==> config.mk <==
export PLATFORM = sky130hd
export DESIGN_NAME = control_sequencer_flat
export DESIGN_NICKNAME = d
export VERILOG_FILES = /design/src/rtl/control_sequencer_if.sv /design/src/rtl/control_sequencer.sv /design/src/flat_wrapper.sv
export SDC_FILE = /design/constraint.sdc
export NUM_CORES = 1
export LEC_CHECK = 0
export CAP_MARGIN = 5
export CORE_ASPECT_RATIO = 1.4
export CORE_MARGIN = 2
export CORE_UTILIZATION = 35
export DETAILED_ROUTE_END_ITERATION = 6
export GPL_TIMING_DRIVEN = 1
export HOLD_SLACK_MARGIN = 0.02
export PLACE_DENSITY = 0.77
export SYNTH_ARGS = -nofsm -noshare
export SYNTH_HDL_FRONTEND = slang
export SYNTH_SLANG_ARGS = --single-unit
==> constraint.sdc <==
create_clock -name clk -period 2.72 [get_ports clk]
set_input_delay 0.816 -clock clk [delete_from_list [all_inputs] [get_ports clk]]
set_output_delay 0.816 -clock clk [all_outputs]
set_load 0.02 [all_outputs]
==> src/rtl/control_sequencer_if.sv <==
// -----------------------------------------------------------------------------
// control_sequencer_if
//   Bundle between the control sequencer and the datapath it steers.
//
//   run             level, high permits fetch/execute cycles
//   mem_rdy         memory read complete (sampled by the sequencer in T1)
//   ir              datapath IR contents: opcode [31:27], Ra [26:23],
//                   Rb [22:19], Rc [18:15]
//   enable          one-hot register load vector
//                   (0-15 R0-R15, 20 PC, 21 MDR, 23 IR, 24 Z, 25 MAR, 27 Y)
//   busSelect       one-hot bus driver select
//                   (0-15 R0-R15, 19 Zlow, 20 PC, 21 MDR)
//   MR_Read         memory-to-MDR read strobe
//   IncPC           PC increment request
//   Control_Signals ALU operation code
//
//   master : the sequencer (drives the control vectors)
//   slave  : the datapath / environment (drives run, mem_rdy, ir)
// -----------------------------------------------------------------------------
interface control_sequencer_if;
  logic        run;
  logic        mem_rdy;
  logic [31:0] ir;
  logic [31:0] enable;
  logic [31:0] busSelect;
  logic        MR_Read;
  logic        IncPC;
  logic [3:0]  Control_Signals;

  modport master (
    input  run, mem_rdy, ir,
    output enable, busSelect, MR_Read, IncPC, Control_Signals
  );

  modport slave (
    output run, mem_rdy, ir,
    input  enable, busSelect, MR_Read, IncPC, Control_Signals
  );
endinterface

==> src/rtl/control_sequencer.sv <==
// -----------------------------------------------------------------------------
// control_sequencer
//   Moore-style fetch/execute sequencer for a simple register datapath.
//   Each instruction walks T0 (MAR<-PC, PC++), T1 (MDR<-mem, waits on mem_rdy),
//   T2 (IR<-MDR), T3 (Y<-Rb, decode), T4 (Z<-Y op Rc), T5 (Ra<-Zlow, retire).
//   Opcode 5'h1F parks in HALT; opcodes 12..30 park in FAULT with a sticky flag.
//   Both park states are left only through clr.
//
//   clk          system clock, all state on the rising edge
//   clr          synchronous active-high reset, wins over everything
//   bus          control_sequencer_if.master (run/mem_rdy/ir in, controls out)
//   state        present state code
//   done         one-cycle pulse in T5 for each retired instruction
//   fault        sticky illegal-opcode flag
//   instr_count  retired-instruction counter, wraps at 16 bits
// -----------------------------------------------------------------------------
module control_sequencer (
  input  logic                       clk,
  input  logic                       clr,
  control_sequencer_if.master        bus,
  output logic [3:0]                 state,
  output logic                       done,
  output logic                       fault,
  output logic [15:0]                instr_count
);

  typedef enum logic [3:0] {
    S_IDLE  = 4'd0,
    S_T0    = 4'd7,
    S_T1    = 4'd8,
    S_T2    = 4'd9,
    S_T3    = 4'd10,
    S_T4    = 4'd11,
    S_T5    = 4'd12,
    S_HALT  = 4'd13,
    S_FAULT = 4'd14
  } state_e;

  // Register-file and datapath bit positions in the enable/busSelect vectors.
  localparam int unsigned BIT_ZLOW = 19;
  localparam int unsigned BIT_PC   = 20;
  localparam int unsigned BIT_MDR  = 21;
  localparam int unsigned BIT_IR   = 23;
  localparam int unsigned BIT_Z    = 24;
  localparam int unsigned BIT_MAR  = 25;
  localparam int unsigned BIT_Y    = 27;

  state_e      state_q, state_d;
  logic [4:0]  opcode_q;
  logic [3:0]  ra_q, rb_q, rc_q;
  logic        fault_q;
  logic [15:0] count_q;

  // Live decode of the IR, only meaningful while in T3.
  logic [4:0]  ir_opcode;
  logic        op_legal;
  logic        op_halt;

  assign ir_opcode = bus.ir[31:27];
  assign op_legal  = (ir_opcode <= 5'd11);
  assign op_halt   = (ir_opcode == 5'h1F);

  // ---------------------------------------------------------------------------
  // State and latched fields
  // ---------------------------------------------------------------------------
  // NOTE: sequential state uses non-blocking assignments so every register
  // samples the pre-edge values of its neighbours, independent of block order.
  always_ff @(posedge clk) begin
    if (clr) begin
      state_q  <= S_IDLE;
      opcode_q <= '0;
      ra_q     <= '0;
      rb_q     <= '0;
      rc_q     <= '0;
      fault_q  <= 1'b0;
      count_q  <= '0;
    end else begin
      state_q <= state_d;

      // Fields are captured as T3 is left; T4/T5 then ignore later IR changes.
      if (state_q == S_T3) begin
        opcode_q <= ir_opcode;
        ra_q     <= bus.ir[26:23];
        rb_q     <= bus.ir[22:19];
        rc_q     <= bus.ir[18:15];
        if (!op_legal && !op_halt) begin
          fault_q <= 1'b1;
        end
      end

      if (state_q == S_T5) begin
        count_q <= count_q + 16'd1;
      end
    end
  end

  // ---------------------------------------------------------------------------
  // Next-state logic
  // ---------------------------------------------------------------------------
  // NOTE: every combinational output is given a default before the case so no
  // path leaves it unassigned, which would otherwise infer a latch.
  always_comb begin
    state_d = state_q;
    case (state_q)
      S_IDLE:  if (bus.run) state_d = S_T0;
      S_T0:    state_d = S_T1;
      S_T1:    if (bus.mem_rdy) state_d = S_T2;
      S_T2:    state_d = S_T3;
      S_T3: begin
        if (op_legal)     state_d = S_T4;
        else if (op_halt) state_d = S_HALT;
        else              state_d = S_FAULT;
      end
      S_T4:    state_d = S_T5;
      // run only matters at instruction boundaries; a drop mid-instruction
      // still lets the current one retire.
      S_T5:    state_d = bus.run ? S_T0 : S_IDLE;
      S_HALT:  state_d = S_HALT;
      S_FAULT: state_d = S_FAULT;
      default: state_d = S_IDLE;
    endcase
  end

  // ---------------------------------------------------------------------------
  // Moore outputs
  // ---------------------------------------------------------------------------
  logic [31:0] enable_c;
  logic [31:0] bus_sel_c;
  logic        mr_read_c;
  logic        inc_pc_c;
  logic [3:0]  alu_op_c;
  logic        done_c;

  always_comb begin
    enable_c  = '0;
    bus_sel_c = '0;
    mr_read_c = 1'b0;
    inc_pc_c  = 1'b0;
    alu_op_c  = '0;
    done_c    = 1'b0;
    case (state_q)
      S_T0: begin
        bus_sel_c[BIT_PC]  = 1'b1;
        enable_c[BIT_MAR]  = 1'b1;
        enable_c[BIT_PC]   = 1'b1;
        inc_pc_c           = 1'b1;
      end
      S_T1: begin
        mr_read_c          = 1'b1;
        enable_c[BIT_MDR]  = 1'b1;
      end
      S_T2: begin
        bus_sel_c[BIT_MDR] = 1'b1;
        enable_c[BIT_IR]   = 1'b1;
      end
      S_T3: begin
        // Rb has not been latched yet, so it comes straight from the IR.
        bus_sel_c          = 32'd1 << bus.ir[22:19];
        enable_c[BIT_Y]    = 1'b1;
      end
      S_T4: begin
        bus_sel_c          = 32'd1 << rc_q;
        enable_c[BIT_Z]    = 1'b1;
        alu_op_c           = opcode_q[3:0];
      end
      S_T5: begin
        bus_sel_c[BIT_ZLOW] = 1'b1;
        enable_c            = 32'd1 << ra_q;
        done_c              = 1'b1;
      end
      default: ;
    endcase
  end

  assign bus.enable          = enable_c;
  assign bus.busSelect       = bus_sel_c;
  assign bus.MR_Read         = mr_read_c;
  assign bus.IncPC           = inc_pc_c;
  assign bus.Control_Signals = alu_op_c;

  assign state       = state_q;
  assign done        = done_c;
  assign fault       = fault_q;
  assign instr_count = count_q;

  // The low IR bits carry immediates consumed elsewhere in the datapath; the
  // latched Rb and opcode MSB are kept only for debug visibility.
  logic ir_unused;
  assign ir_unused = ^{bus.ir[14:0], rb_q, opcode_q[4]};

endmodule

==> src/flat_wrapper.sv <==
// flat-port wrapper written by rule: the top's interface ports become plain ports
module control_sequencer_flat 
  (clk, clr, state, done, fault, instr_count, bus_run, bus_mem_rdy, bus_ir, bus_enable, bus_busSelect, bus_MR_Read, bus_IncPC, bus_Control_Signals);
  control_sequencer_if bus_i ();
  input  logic clk;
  input  logic clr;
  output logic [3:0] state;
  output logic done;
  output logic fault;
  output logic [15:0] instr_count;
  input wire logic [$bits(bus_i.run)-1:0] bus_run;
  input wire logic [$bits(bus_i.mem_rdy)-1:0] bus_mem_rdy;
  input wire logic [$bits(bus_i.ir)-1:0] bus_ir;
  output wire logic [$bits(bus_i.enable)-1:0] bus_enable;
  output wire logic [$bits(bus_i.busSelect)-1:0] bus_busSelect;
  output wire logic [$bits(bus_i.MR_Read)-1:0] bus_MR_Read;
  output wire logic [$bits(bus_i.IncPC)-1:0] bus_IncPC;
  output wire logic [$bits(bus_i.Control_Signals)-1:0] bus_Control_Signals;
  assign bus_i.run = bus_run;
  assign bus_i.mem_rdy = bus_mem_rdy;
  assign bus_i.ir = bus_ir;
  assign bus_enable = bus_i.enable;
  assign bus_busSelect = bus_i.busSelect;
  assign bus_MR_Read = bus_i.MR_Read;
  assign bus_IncPC = bus_i.IncPC;
  assign bus_Control_Signals = bus_i.Control_Signals;
  control_sequencer u_core (.clk(clk), .clr(clr), .bus(bus_i), .state(state), .done(done), .fault(fault), .instr_count(instr_count));
endmodule
# Yosys cells after proc, flatten, opt, wreduce, memory -nomap -nowiden
# Cells that the tools add are included.
[classes]
n_mux = 25
magnitude_cmp = 1
eq_ne = 11
n_reduce_logical = 6
n_shift = 3
addsub = 1
[ops]
columns = ["cell", "n"]
rows = [
  ["1-bit by 4-bit << shifter with 32-bit output (first input constant)", 3],
  ["19-bit case mux with 2 select lines", 1],
  ["4-bit case mux with 9 select lines", 1],
  ["4-bit equality test (second input constant)", 7],
  ["20-bit two-way mux", 1],
  ["4-bit two-way mux", 5],
  ["10-bit case mux with 2 select lines", 1],
  ["16-bit by 1-bit adder with 16-bit output (second input constant)", 1],
  ["1-bit case mux with 2 select lines", 6],
  ["1-bit case mux with 3 select lines", 3],
  ["5-bit equality test (second input constant)", 1],
  ["5-bit by 4-bit <= comparator with 1-bit output (second input constant)", 1],
  ["1-bit two-way mux", 5],
  ["4-bit by 3-bit equality test with 1-bit output (second input constant)", 1],
  ["4-bit logical NOT", 1],
  ["2-bit != test (second input constant)", 2],
  ["2-bit AND reduction", 2],
  ["3-bit two-way mux", 1],
  ["1-bit logical NOT", 2],
  ["2-bit two-way mux", 1],
  ["1-bit logical AND", 1],
]
[totals]
in_bits = 36
register_bits = 33
out_inout_bits = 92
word_cells = 53

# Depth between registers and ports, before layout
# Gate-level depths: netlist (run 1).
[logic_depth]
ltp_word = 4
depth_mapped = 6
ltp_nobuf = 5

# Least setup slack after synthesis (run 1)
# OpenSTA, ideal clock, no wires.
[synth_timing]
kind = "reg2out"
startpoint = "reg u_core.state_q[3] (netlist: u_core.state[3])"
endpoint = "out bus_busSelect[3]"
path_slack_ns = -0.112
stages_incl_launch_ff = 5
arrival_time_ns = 2.016
path_buffers = 0
path_cell_list = "dfxtp_1 nand2b_1 nor3_4 or3b_2 o22ai_1"
[synth_between]
elab_chain_cells = 2
word_cells_on_any_way = 3
cone_classes = "eq/ne (2); mux (1)"
[synth_lines]
columns = ["item", "line", "source"]
rows = [
  ["start: declaration", "control_sequencer.sv:48", "state_e state_q, state_d;"],
  ["start signal: assignment", "control_sequencer.sv:78", "state_q <= state_d;"],
  ["4-bit equality test", "control_sequencer.sv:141", "case (state_q)"],
  ["19-bit case mux with 2 select lines (*)", "control_sequencer.sv:141", ""],
  ["end: declaration", "flat_wrapper.sv:15", "output wire logic [$bits(bus_i.busSelect)-1:0] bus_busSelect;"],
]
# Every way passes the cells marked *; elsewhere a longest branch is shown, timed or not.

# Worst setup path after layout (run 1)
[layout_timing]
startpoint = "in bus_ir[19]"
endpoint = "out bus_busSelect[2]"
[layout_between]
elab_chain_cells = 2
[layout_lines]
columns = ["item", "line", "source"]
rows = [
  ["start: declaration", "flat_wrapper.sv:13", "input wire logic [$bits(bus_i.ir)-1:0] bus_ir;"],
  ["1-bit by 4-bit << shifter with 32-bit output", "control_sequencer.sv:158", "bus_sel_c = 32'd1 << bus.ir[22:19];"],
  ["19-bit case mux with 2 select lines", "control_sequencer.sv:141", ""],
]
# No other way between the ends.

==> impl_metrics.yaml, run 1 <==
run:
  drv_cap: 0
pwr:
  max-vdd-ir-drop_mv: 0.326
  total_power_mw: 1.18
  p_per_area_nw_per_um2: 382
  p_leak_nw: 1.36
synth:
  synth_area_um2: 2080
  synth_top_family_by_area: "simple AND/OR/NAND/NOR gates"
  synth-async-reset-ratio_pct: 0
  synth_compound_area_share_pct: 14.9
  synthDistinctLibCells: 40
  synth_edf_count: 0
  synth-simple-area-share_pct: 34.2
  yosysTopAreaCellShare_pct: 31.8
  synth_adder_area_share_pct: 0.602
  syn_inst: 286
  synthMuxAreaShare_pct: 0.542
  synth_seq_cells: 33
  synth_area_leaders: "dfxtp_1 32%, buf_4 9.4%, nand2_1 8.1%"
  yosys_warnings: 0
  synthXorXnorAreaFrac_pct: 4.64
  yosysTopAreaCell: "dfxtp_1"
  ys.flop_type: "dfxtp_1"
  yosysSeqAreaShare_pct: 31.8
  avgSynthCellArea_um2: 7.26
final_layout:
  layout_common_cells: "45 x nand2_1, 45 x clkdlybuf4s50_1, 32 x dfxtp_1, 29 x nor2_1, 24 x a21oi_1"
  fill_cells: 565
  num-nets-final: 421
  syn_to_final_growth_pct: 48.9
  final_cell_count_no_fill: 455
  layout-drive-gt1-share_pct: 15.6
  antennaDiodeCount: 0
clock_network:
  cts.sinks: 33
  clockRootBuffer: "clkbuf_8"
  cts-buffers-inserted: 5
  cts_tree: "yes"
  postCtsHoldBufs: 0
  htree_num_levels: 2
  cts_buffer_depth: 2
  cts_setup_buffers: 0
  insertion_delay_ns: 0.29
  clk_pin_slew_ns: 0.07
drt:
  via_per_inst: 5.02
  drt_iter0_markers: 100
  wl_mm: 5.83
  dr.pass1.iters: 4
  num_vias: 2282
  drcViolationCount: 0
  wl_per_cell_um: 12.8
  ant_nets: 0
timing:
  setup_ws_ns: 0.0715
  clock.fmax_ghz: 0.378
  finalCritPeriodShare_pct: 97.4
  fin_skew_ns: 0.0120
  period_minus_slack_ns: 2.65
  maxSlewHeadroom_pct: 54.6
  slew_violations: 0
  setup_tns_ns: 0
  rsz0062_at_grt: "no"
  final_hold_viol_count: 0
  setup_viol: 0
  worst_pin_slew_ns: 0.675
grt:
  grt_remaining_overflow: 0
  first_global_vias: 2052
  grtUsageTotal_pct: 17.1
  grt_max_degree: 17
  antenna_found_initial: 0
  grt_pass1_wl_mm: 9.29
floorplanning:
  core_area_um2: 5780
  fp.dieArea_um2: 6580
  std_cell_rows: 33
  die-width_um: 69.1
  ios: 128
  die_h_um: 95.1
  start_util_pct: 35.9
placement:
  io_buffers: 89
  dp.cells: 447
  place_ws_ns: -0.631
  place_congestion: 0.968
  hpwl_mm: 4.38
worst_setup_path:
  rr_startpoint: "u_core.state[1]"
  r2r_slack_ns: 0.65
  worstSetupPathType: "input pin to output pin"
  critPathArrivalTime_ns: 1.83
  rr_worst_depth: 6
  cp-startpoint: "bus_ir[19]"
  critPathCaptureType: "output pin"
  crit_fanout: 4
  cp-endpoint: "bus_busSelect[2]"
  required_ns: 1.90
  reg2reg_to: "u_core.instr_count[15]"
  crit_path_start_kind: "input pin"
worst_hold_path:
  hold_path_class: "flop to flop"
run_status:
  outcome: "complete, no violations"
## cell usage after synthesis, types with 2 or more instances
library cell	instances
nor2b_1	2
nor3_1	12
nand4b_1	2
or2_2	2
nand3_1	7
o21ai_0	10
nor4_1	3
nand3b_1	2
inv_1	9
nand4_1	4
nand2_1	45
clkbuf_1	11
dfxtp_1	33
nor2_1	29
a31oi_1	2
xor2_1	4
or3_1	7
a21oi_1	24
buf_4	26
nand2b_1	8
xnor2_1	7
and2_1	4
o22ai_1	16
## repair_timing
item	CTS	global route
endpoints found under the setup margin	33	23
endpoints found under the hold margin	0	0
pin swaps	1	1
gates cloned	0	0
resized for setup	93	25
## cells by family after synthesis
family,after synthesis
compound gates,55
mux,1
xor+xnor,11
simple gates,137
buf+inv,47
other cells,1
flops,33
fa+ha+maj,1
## layout make-up
type	instances	area (µm²)	area share, %
multi-input combinational	228	1250	40.4
clock buffer	5	68.8	2.23
sequential	33	662	21.4
tap	70	87.6	2.83
clock inverter	3	46.3	1.50
inverter	9	33.8	1.09
timing repair buffer	107	945	30.6
## per-stage QoR
step | cell area [µm²] | hold slack [ns] | utilization (%)
5_1_grt | 3090 | 0.487 | 53.5
4_1_cts | 3080 | 0.455 | 53.3
2_1_floorplan | 2160 | 0.432 | -
6_report | 3090 | 0.451 | 53.5
3_5_place_dp | 3030 | 0.445 | 52.5
3_3_place_gp | 3030 | 0.439 | 52.5
## routing by layer
metal	GRT usage [%]	vias to the layer above	part of all wire (%)
met5	0	-	0
met4	7.68	0	2.0
met3	4.12	13	7.3
met2	32.5	110	51
met1	17.7	1030	40
li1	-	1129	-
## sequential cells by signal, summed over array words and instances (netlist names)
signal / count
u_core.ra_q: 4
u_core.fault: 1
u_core.rc_q: 4
u_core.instr_count: 16
u_core.state: 4
u_core.opcode_q: 4
## report_power, final
part / internal (mW) / total, mW / switching, mW
Sequential: 0.491 / 0.494 / 0.00354
Combinational: 0.0950 / 0.224 / 0.129
Clock: 0.274 / 0.464 / 0.189
Total: 0.860 / 1.18 / 0.322
## how the worst min path moves through the flow
stage / start / to / depth (start not counted)
6_report: u_core.opcode_q[0] / u_core.opcode_q[0] / 2
2_1_floorplan: u_core.opcode_q[0] / u_core.opcode_q[0] / 2
4_1_cts: u_core.opcode_q[0] / u_core.opcode_q[0] / 2
3_5_place_dp: u_core.opcode_q[2] / u_core.opcode_q[2] / 2
5_1_grt: u_core.opcode_q[0] / u_core.opcode_q[0] / 2
3_3_place_gp: u_core.opcode_q[1] / u_core.opcode_q[1] / 2
## critical path: stages
cell	delay (ns)
dlygate4sd2_1	0.27
or3_4	0.43
o22ai_1	0.16
buf_4	0.16
Note: power is estimated with default switching activity, not from simulation.
==> run 2, diff against run 1 <==
- CTS_CLUSTER_SIZE: unset -> 20
==> results of run 2 <==
Final layout, timing and power as in run 1 (identical DEF).
==> run 3, diff against run 2 <==
- CORE_ASPECT_RATIO: 1.4 -> unset
==> impl_metrics.yaml, run 3 (synthesis results as in run 1) <==
timing:
  clock.fmax_ghz: 0.371
  setup_ws_ns: 0.0226
  rsz0062_at_grt: "no"
  whs_ns: 0.448
  slew_violations: 0
  worst_pin_slew_ns: 0.564
  finalCritPeriodShare_pct: 99.2
  setup_tns_ns: 0
  fin_skew_ns: 0.00343
  maxSlewHeadroom_pct: 62.0
  setup_viol: 0
  final_hold_viol_count: 0
  period_minus_slack_ns: 2.70
worst_setup_path:
  rr_worst_depth: 7
  r2r_slack_ns: 0.57
  slowest_stage: "clkdlybuf4s50_1"
  crit_path_frequent_cell: "buf_4"
  critPathArrivalTime_ns: 1.88
  slowest_delay_ns: 0.48
  critPathCaptureType: "output pin"
  crit_path_start_kind: "input pin"
  reg2reg_to: "u_core.instr_count[15]"
  rr_startpoint: "u_core.state[1]"
  worstPathCellList: "clkdlybuf4s50_1, buf_4, nand2b_4, o22ai_1, buf_4"
  worstSetupPathType: "input pin to output pin"
  required_ns: 1.90
  crit_fanout: 4
run:
  drv_cap: 0
drt:
  num_vias: 2265
  wl_mm: 5.92
  ant_nets: 0
  drt_iter0_markers: 115
  dr.pass1.iters: 4
  via_per_inst: 4.91
  drcViolationCount: 0
  wl_per_cell_um: 12.8
final_layout:
  final_area_um2: 3130
  num-nets-final: 422
  layout-drive-gt1-share_pct: 16.6
  antennaDiodeCount: 0
  layout_common_cells: "44 x nand2_1, 42 x clkdlybuf4s50_1, 33 x dfxtp_1, 29 x nor2_1, 25 x buf_4"
  final_common_cell: "nand2_1"
  final_core_util_pct: 53.9
  syn_to_final_growth_pct: 50.8
  fill_cells: 585
  largest_reg_flops: 16
worst_hold_path:
  holdPathStages: 2
  min_to: "u_core.opcode_q[1]"
  hold_path_startpoint: "u_core.opcode_q[1]"
  hold_path_class: "flop to flop"
grt:
  grt_remaining_overflow: 0
  grt_max_degree: 31
  grtUsageTotal_pct: 17.4
  first_global_vias: 1981
  grt_pass1_wl_mm: 9.08
  antenna_found_initial: 0
clock_network:
  cts-buffers-inserted: 5
  cts_setup_buffers: 0
  clockRootBuffer: "clkbuf_8"
  insertion_delay_ns: 0.28
  cts_buffer_depth: 2
  cts_tree: "yes"
  htree_num_levels: 2
  cts.sinks: 33
  postCtsHoldBufs: 0
  clk_pin_slew_ns: 0.07
pwr:
  p_leak_nw: 1.40
  max-vdd-ir-drop_mv: 0.259
  p_per_area_nw_per_um2: 379
floorplanning:
  die_h_um: 81.0
  fp.dieArea_um2: 6570
  std_cell_rows: 28
  start_util_pct: 35.7
  ios: 128
  core_area_um2: 5820
  die-width_um: 81.0
placement:
  placed_area_um2: 3050
  io_buffers: 89
  place_ws_ns: -0.626
  hpwl_mm: 4.25
  place_congestion: 0.779
run_status:
  outcome: "complete, no violations"
## run 3: cell count changes in the layout (fill, tap and decap cells not counted), sizes merged
cell / change
clkbuf: +4
clkdlybuf4s50: -3
clkinv: -1
clkdlybuf4s15: +1
clkinvlp: -1
dlygate4sd2: +1
## run 3: per-layer routing
layer	vias up	share of wire, %	global-route usage, %
li1	1135	-	-
met1	1049	45	20.9
met2	77	49	30.4
met3	4	6.1	5.33
met4	0	0.61	4.41
met5	-	0	0
## run 3: how the worst max path moves through the flow
stage,depth (start not counted),from,endpoint,slack [ns]
finish,5,bus_ir[21],bus_busSelect[5],0.02
CTS,5,bus_ir[21],bus_busSelect[14],0.003
global placement,4,bus_ir[22],bus_busSelect[2],-0.60
detailed placement,4,bus_ir[22],bus_busSelect[2],-0.63
global route,5,u_core.state[1],bus_enable[4],0.004
floorplan,4,u_core.state[3],bus_busSelect[3],-0.11
## run 3: area by class of cell
class	instances	area [µm²]	area share, %
Multi-Input combinational cell	228	1280	40.8
Sequential cell	33	661	21.1
Timing Repair Buffer	108	951	30.4
Tap cell	75	93.8	3.00
Clock inverter	1	30.0	0.958
Clock buffer	7	86.3	2.76
Inverter	9	33.8	1.08
## run 3: metrics by stage
step                      cells  power, mW
after floorplan             308      0.656
after CTS                   461       1.21
after global placement      453      0.723
final                       461       1.19
after detailed placement    453      0.725
after global routing        461       1.25
## run 3: report_power, final
part           leakage [nW]  internal [mW]  switching [mW]
Clock                0.0585          0.299           0.170
Combinational          1.07         0.0973           0.124
Sequential            0.266          0.491         0.00646
Total                  1.40          0.887           0.300
## run 3: worst max-delay path: cells and delay by family
family                 cells  cell delay, ns
buffers and inverters      3            0.80
AO/OA/AOI/OAI              1            0.21
AND/OR/NAND/NOR            1            0.06
## run 3: repair_timing
action                     CTS  global route
gates resized for setup     94            37
pin swaps                    1             1
setup endpoints to repair   35            26
